--- src/rtl/mdu_iter.sv ---
// Iterative MULT/MULTU/DIV/DIVU unit with HI/LO registers and MTHI/MTLO writes.
// Latency: WIDTH+1 enabled cycles from accept to hi/lo update; done pulses the cycle after.
// Backpressure: busy stalls the CPU; start is ignored while busy; ena=0 freezes all state.
module mdu_iter #(
  parameter  int WIDTH = 32,
  localparam int CNT_W = $clog2(WIDTH) + 1
) (
  input  logic             clk,
  input  logic             rst,
  input  logic             ena,
  input  logic             start,
  input  logic [2:0]       op,
  input  logic [WIDTH-1:0] a,
  input  logic [WIDTH-1:0] b,
  output logic             busy,
  output logic             done,
  output logic [WIDTH-1:0] hi,
  output logic [WIDTH-1:0] lo
);

  typedef enum logic [1:0] {IDLE, CALC, FIX} state_t;

  state_t             state_q, state_d;
  logic [CNT_W-1:0]   cnt_q, cnt_d;
  logic [2*WIDTH:0]   acc_q, acc_d;    // upper WIDTH+1: partial product / remainder
  logic [WIDTH-1:0]   opnd_q, opnd_d;  // multiplicand or divisor magnitude
  logic               is_div_q, is_div_d;
  logic               sa_q, sa_d, sb_q, sb_d;
  logic               busy_q, busy_d, done_q, done_d;
  logic [WIDTH-1:0]   hi_q, hi_d, lo_q, lo_d;

  // operand conditioning at accept
  logic               signed_op, a_neg, b_neg;
  logic [WIDTH-1:0]   a_mag, b_mag;

  // one radix-2 step of each algorithm
  logic [WIDTH:0]     mul_sum;
  logic [2*WIDTH:0]   mul_next;
  logic [WIDTH:0]     div_sh;
  logic [WIDTH+1:0]   div_diff;
  logic [2*WIDTH:0]   div_next;

  // sign-corrected results
  logic [2*WIDTH-1:0] prod, prod_fix;
  logic [WIDTH-1:0]   quo, quo_fix, rem, rem_fix;

  // Combinational datapath: magnitudes, iteration step, final correction
  always_comb begin
    signed_op = ~op[0];
    a_neg     = signed_op & a[WIDTH-1];
    b_neg     = signed_op & b[WIDTH-1];
    a_mag     = a_neg ? (~a + 1'b1) : a;
    b_mag     = b_neg ? (~b + 1'b1) : b;

    mul_sum  = acc_q[2*WIDTH:WIDTH] + {1'b0, (acc_q[0] ? opnd_q : {WIDTH{1'b0}})};
    mul_next = {1'b0, mul_sum, acc_q[WIDTH-1:1]};

    // remainder stays below the divisor, so its top bit is always clear here
    div_sh   = {acc_q[2*WIDTH-1:WIDTH], acc_q[WIDTH-1]};
    div_diff = {1'b0, div_sh} - {2'b00, opnd_q};
    div_next = div_diff[WIDTH+1] ? {div_sh, acc_q[WIDTH-2:0], 1'b0}
                                 : {div_diff[WIDTH:0], acc_q[WIDTH-2:0], 1'b1};

    prod     = acc_q[2*WIDTH-1:0];
    prod_fix = (sa_q ^ sb_q) ? (~prod + 1'b1) : prod;
    quo      = acc_q[WIDTH-1:0];
    rem      = acc_q[2*WIDTH-1:WIDTH];
    quo_fix  = (sa_q ^ sb_q) ? (~quo + 1'b1) : quo;
    rem_fix  = sa_q ? (~rem + 1'b1) : rem;
  end

  // Next-state and register updates for the FSM and datapath
  always_comb begin
    state_d  = state_q;
    cnt_d    = cnt_q;
    acc_d    = acc_q;
    opnd_d   = opnd_q;
    is_div_d = is_div_q;
    sa_d     = sa_q;
    sb_d     = sb_q;
    hi_d     = hi_q;
    lo_d     = lo_q;
    done_d   = 1'b0;
    unique case (state_q)
      IDLE: begin
        if (start && !op[2]) begin
          state_d  = CALC;
          cnt_d    = '0;
          is_div_d = op[1];
          sa_d     = a_neg;
          sb_d     = b_neg;
          opnd_d   = op[1] ? b_mag : a_mag;
          acc_d    = {{(WIDTH+1){1'b0}}, (op[1] ? a_mag : b_mag)};
        end else if (start && op[2] && !op[1]) begin
          if (op[0]) lo_d = a;
          else       hi_d = a;
          done_d = 1'b1;
        end
      end
      CALC: begin
        acc_d = is_div_q ? div_next : mul_next;
        cnt_d = cnt_q + CNT_W'(1);
        if (cnt_q == CNT_W'(WIDTH-1)) state_d = FIX;
      end
      FIX: begin
        if (is_div_q) begin
          lo_d = quo_fix;
          hi_d = rem_fix;
        end else begin
          {hi_d, lo_d} = prod_fix;
        end
        done_d  = 1'b1;
        state_d = IDLE;
      end
      default: state_d = IDLE;
    endcase
    busy_d = (state_d != IDLE);
  end

  // State registers, frozen while ena is low
  always_ff @(posedge clk or posedge rst) begin
    if (rst) begin
      state_q  <= IDLE;
      cnt_q    <= '0;
      acc_q    <= '0;
      opnd_q   <= '0;
      is_div_q <= 1'b0;
      sa_q     <= 1'b0;
      sb_q     <= 1'b0;
      busy_q   <= 1'b0;
      done_q   <= 1'b0;
      hi_q     <= '0;
      lo_q     <= '0;
    end else if (ena) begin
      state_q  <= state_d;
      cnt_q    <= cnt_d;
      acc_q    <= acc_d;
      opnd_q   <= opnd_d;
      is_div_q <= is_div_d;
      sa_q     <= sa_d;
      sb_q     <= sb_d;
      busy_q   <= busy_d;
      done_q   <= done_d;
      hi_q     <= hi_d;
      lo_q     <= lo_d;
    end
  end

  assign busy = busy_q;
  assign done = done_q;
  assign hi   = hi_q;
  assign lo   = lo_q;

endmodule

--- config.mk ---
export PLATFORM = sky130hd
export DESIGN_NAME = mdu_iter
export DESIGN_NICKNAME = d
export VERILOG_FILES = /design/src/rtl/mdu_iter.sv
export SDC_FILE = /design/constraint.sdc
export NUM_CORES = 1
export LEC_CHECK = 0
export CAP_MARGIN = 20
export CORE_MARGIN = 2
export CORE_UTILIZATION = 60
export DETAILED_ROUTE_END_ITERATION = 7
export PLACE_DENSITY = 0.84
export SYNTH_ARGS = -nofsm -noshare
export SYNTH_HDL_FRONTEND = slang
export SYNTH_SLANG_ARGS = --single-unit
export TNS_END_PERCENT = 30
--- constraint.sdc ---
create_clock -name clk -period 16.6 [get_ports clk]
set_clock_uncertainty 0.1 [all_clocks]
set_input_delay 2.49 -clock clk [delete_from_list [all_inputs] [get_ports clk]]
set_output_delay 2.49 -clock clk [all_outputs]
set_load 0.005 [all_outputs]
==> impl_metrics.toml <==
[outcome]
status = "completed"

[min_path]
hold_path_startpoint = "hi[25]$_DFFE_PP0P_"
hp-class = "flip-flop to flip-flop"

[logic_synthesis]
synth_edf_count = 0
synth_top_area_share_pct = 29.2
synth_fp_nets = 2094
synth_top_cell_by_area = "dfrtp_1"
ys_top_cells_by_area = "dfrtp_1 29%, a21oi_1 7.7%, o21ai_0 6.8%, nor2_1 5.8%, nand2_1 5.8%"
async_flop_share_pct = 100
synth-seq-cells = 174
yosysUniqueCellTypes = 77
syn_area_um2 = 14900
synth.avg_cell_area_um2 = 7.63
ys.flop_type = "dfrtp_1"
yosys_warnings = 0
postSynthCellCount = 1952
seq_area_frac_synth_pct = 29.2

[layout]
n_fill_cell = 2016
antenna_cells_inserted = 0
final_cell_mix = "231 x nor2_1, 231 x nand2_1, 230 x a21oi_1"
drive_above_1_share_pct = 4.57
synthToLayoutAreaGrowth_pct = 15.2
final_core_util_pct = 70.6
final_nets = 2165

[setup_path]
crit_path_end_kind = "flip-flop"
crit_fanout = 6
slowest_stage = "or4_1"
critPathTopFamily = "simple AND/OR/NAND/NOR gates"
startpoint_type = "input port"
required_ns = 16.80
max_stage_delay_ns = 0.62
criticalPathCategory = "input port to flip-flop"
critPathLaunch = "a[11]"
cp.arrival_ns = 5.68
worstReg2RegStart = "acc_q[0]$_DFFE_PP0P_"
cp_common_cell = "nand2_1"
crit_chain = "clkdlybuf4s50_1, or4_1, or4b_1, nor3_1, nand2_1, o31ai_1, xor2_1, nand2_1, a21oi_1, o21ai_0"
path_buf_inv = 1

[clocking]
clk_pin_slew_worst_paths_ns = 0.07
clock-sinks = 174
cts_buffers = 17
clock_path_buffers = 2
insertion_delay_ns = 0.45
cts_tree = "built"
postCtsResizedCells = 0
h-tree-depth = 4
cts_setup_buffers = 0
cts_root_buffer = "clkbuf_16"
cts_hold_buf = 0

[die]
fp-row-count = 57
die_h_um = 162
dieArea_um2 = 26100
core_um2 = 24300
ioPinCount = 137
start_util_pct = 61.3
die_x_um = 162

[timing]
max_freq_mhz = 182
holdWs_ns = 0.384
hold_viol_final = 0
slew-limit-headroom_pct = 29.2
min_period_over_period_pct = 33.0
setup_viol = 0
fin_ws_ns = 11.11
slew_violations = 0
rsz0062_at_grt = "no"
worst_slew_pin_slew_ns = 1.06
setup_tns_ns = 0
finalCriticalPeriod_ns = 5.49

[routing]
finalWirelength_mm = 54.0
vias_per_cell = 6.61
drt_first_iter_violations = 2192
drt_first_pass_iters = 6
wl_per_cell_um = 22.9
vias = 15609
ant_nets = 0
route.detailed.drc = 0

[global_route]
grt_pass1_wl_mm = 82.8
grt_max_degree = 79
grt_pass1_vias = 14270
gr-total-overflow = 0
antenna_found_initial = 0
grtUsageTotal_pct = 41.1

[place]
post-place-ws_ns = 10.73
numPortBuffers = 136
place.detailed.hpwl_mm = 40.7
place.gp.congestion = 0.997

[power]
p_leak_nw = 7.42
p_per_area_nw_per_um2 = 170
peakVddDrop_mv = 0.104
power.total_mw = 2.93

[job]
cap_violations = 0
-- cell usage after synthesis (all sizes together), types with 13 or more instances --
| library cell | count |
|---|---|
| a211oi | 14 |
| a21o | 28 |
| a21oi | 230 |
| a22oi | 16 |
| a31oi | 13 |
| and3 | 13 |
| clkbuf | 98 |
| dfrtp | 174 |
| ha | 69 |
| inv | 66 |
| mux2i | 56 |
| nand2 | 231 |
| nand2b | 16 |
| nand3 | 27 |
| nor2 | 232 |
| nor2b | 21 |
| nor3 | 31 |
| nor4 | 13 |
| o211ai | 14 |
| o21ai | 204 |
| o221ai | 15 |
| o31ai | 31 |
| o41ai | 16 |
| or3 | 16 |
| or4 | 13 |
| xnor2 | 95 |
| xor2 | 78 |
-- per-stage QoR --
step | cell area [um^2] | std cells
6_report | 17200 | 2360
5_1_grt | 17200 | 2360
4_1_cts | 17100 | 2357
3_5_place_dp | 16500 | 2325
3_3_place_gp | 16500 | 2324
2_1_floorplan | 14900 | 1952
-- cell type report --
class / count / area, um^2 / share of cell area (%)
clock inverter: 15 / 201 / 1.17
inverter: 67 / 256 / 1.49
multi-input combinational: 1604 / 9940 / 57.9
tap: 324 / 405 / 2.36
clock buffer: 17 / 425 / 2.48
sequential: 174 / 4360 / 25.4
timing repair buffer: 159 / 1580 / 9.22
-- flip-flops by register name (all words and copies together), names as in the netlist --
register	flops
sb_q	1
busy	1
state_q	2
sa_q	1
hi	32
is_div_q	1
cnt_q	6
acc_q	65
done	1
lo	32
opnd_q	32
-- power by group --
group	total (mW)	internal [mW]	switching, mW	leakage, nW
clock	0.430	0.219	0.211	0.301
combinational	1.73	0.732	0.997	4.89
sequential	0.766	0.550	0.216	2.22
total	2.93	1.50	1.42	7.42
-- path summary, 6_finish.rpt --
path                                    endpoint  slack, ns  cells past startpoint
max                        acc_q[29]$_DFFE_PP0P_      11.11                     10
min                           hi[25]$_DFFE_PP0P_       0.38                      2
max reg2reg                acc_q[60]$_DFFE_PP0P_      11.93                     13
min reg2reg                   hi[25]$_DFFE_PP0P_       0.38                      2
max in group asynchronous   is_div_q$_DFFE_PP0P_      12.41                      5
min in group asynchronous     lo[11]$_DFFE_PP0P_       2.36                      2
-- metal layers --
metal  global-route usage (%)  part of all wire, %
met2                     60.4                   42
met3                     8.50                   12
met4                     15.9                  4.3
met1                     59.5                   41
met5                        0                    0
-- worst min-delay path: cells and delay by family, from the launching register on --
kind             cells  cell delay, ns
AO/OA/AOI/OAI        1            0.06
flip-flops           1            0.34
AND/OR/NAND/NOR      1            0.05
-- cells by family (layout without fill, tap and decap cells) --
family / after synthesis / count (layout) / synth area share [%]
AOI/OAI and AO/OA: 645 / 645 / 25.9
xor gates and xnor gates: 173 / 173 / 10.2
adders and majority gates: 71 / 71 / 6.06
buffers and inverters: 174 / 258 / 4.46
DFF: 174 / 174 / 29.2
muxes: 62 / 62 / 4.22
and+or+nand+nor: 653 / 653 / 20.0
Power figures use the tool's default switching activity.
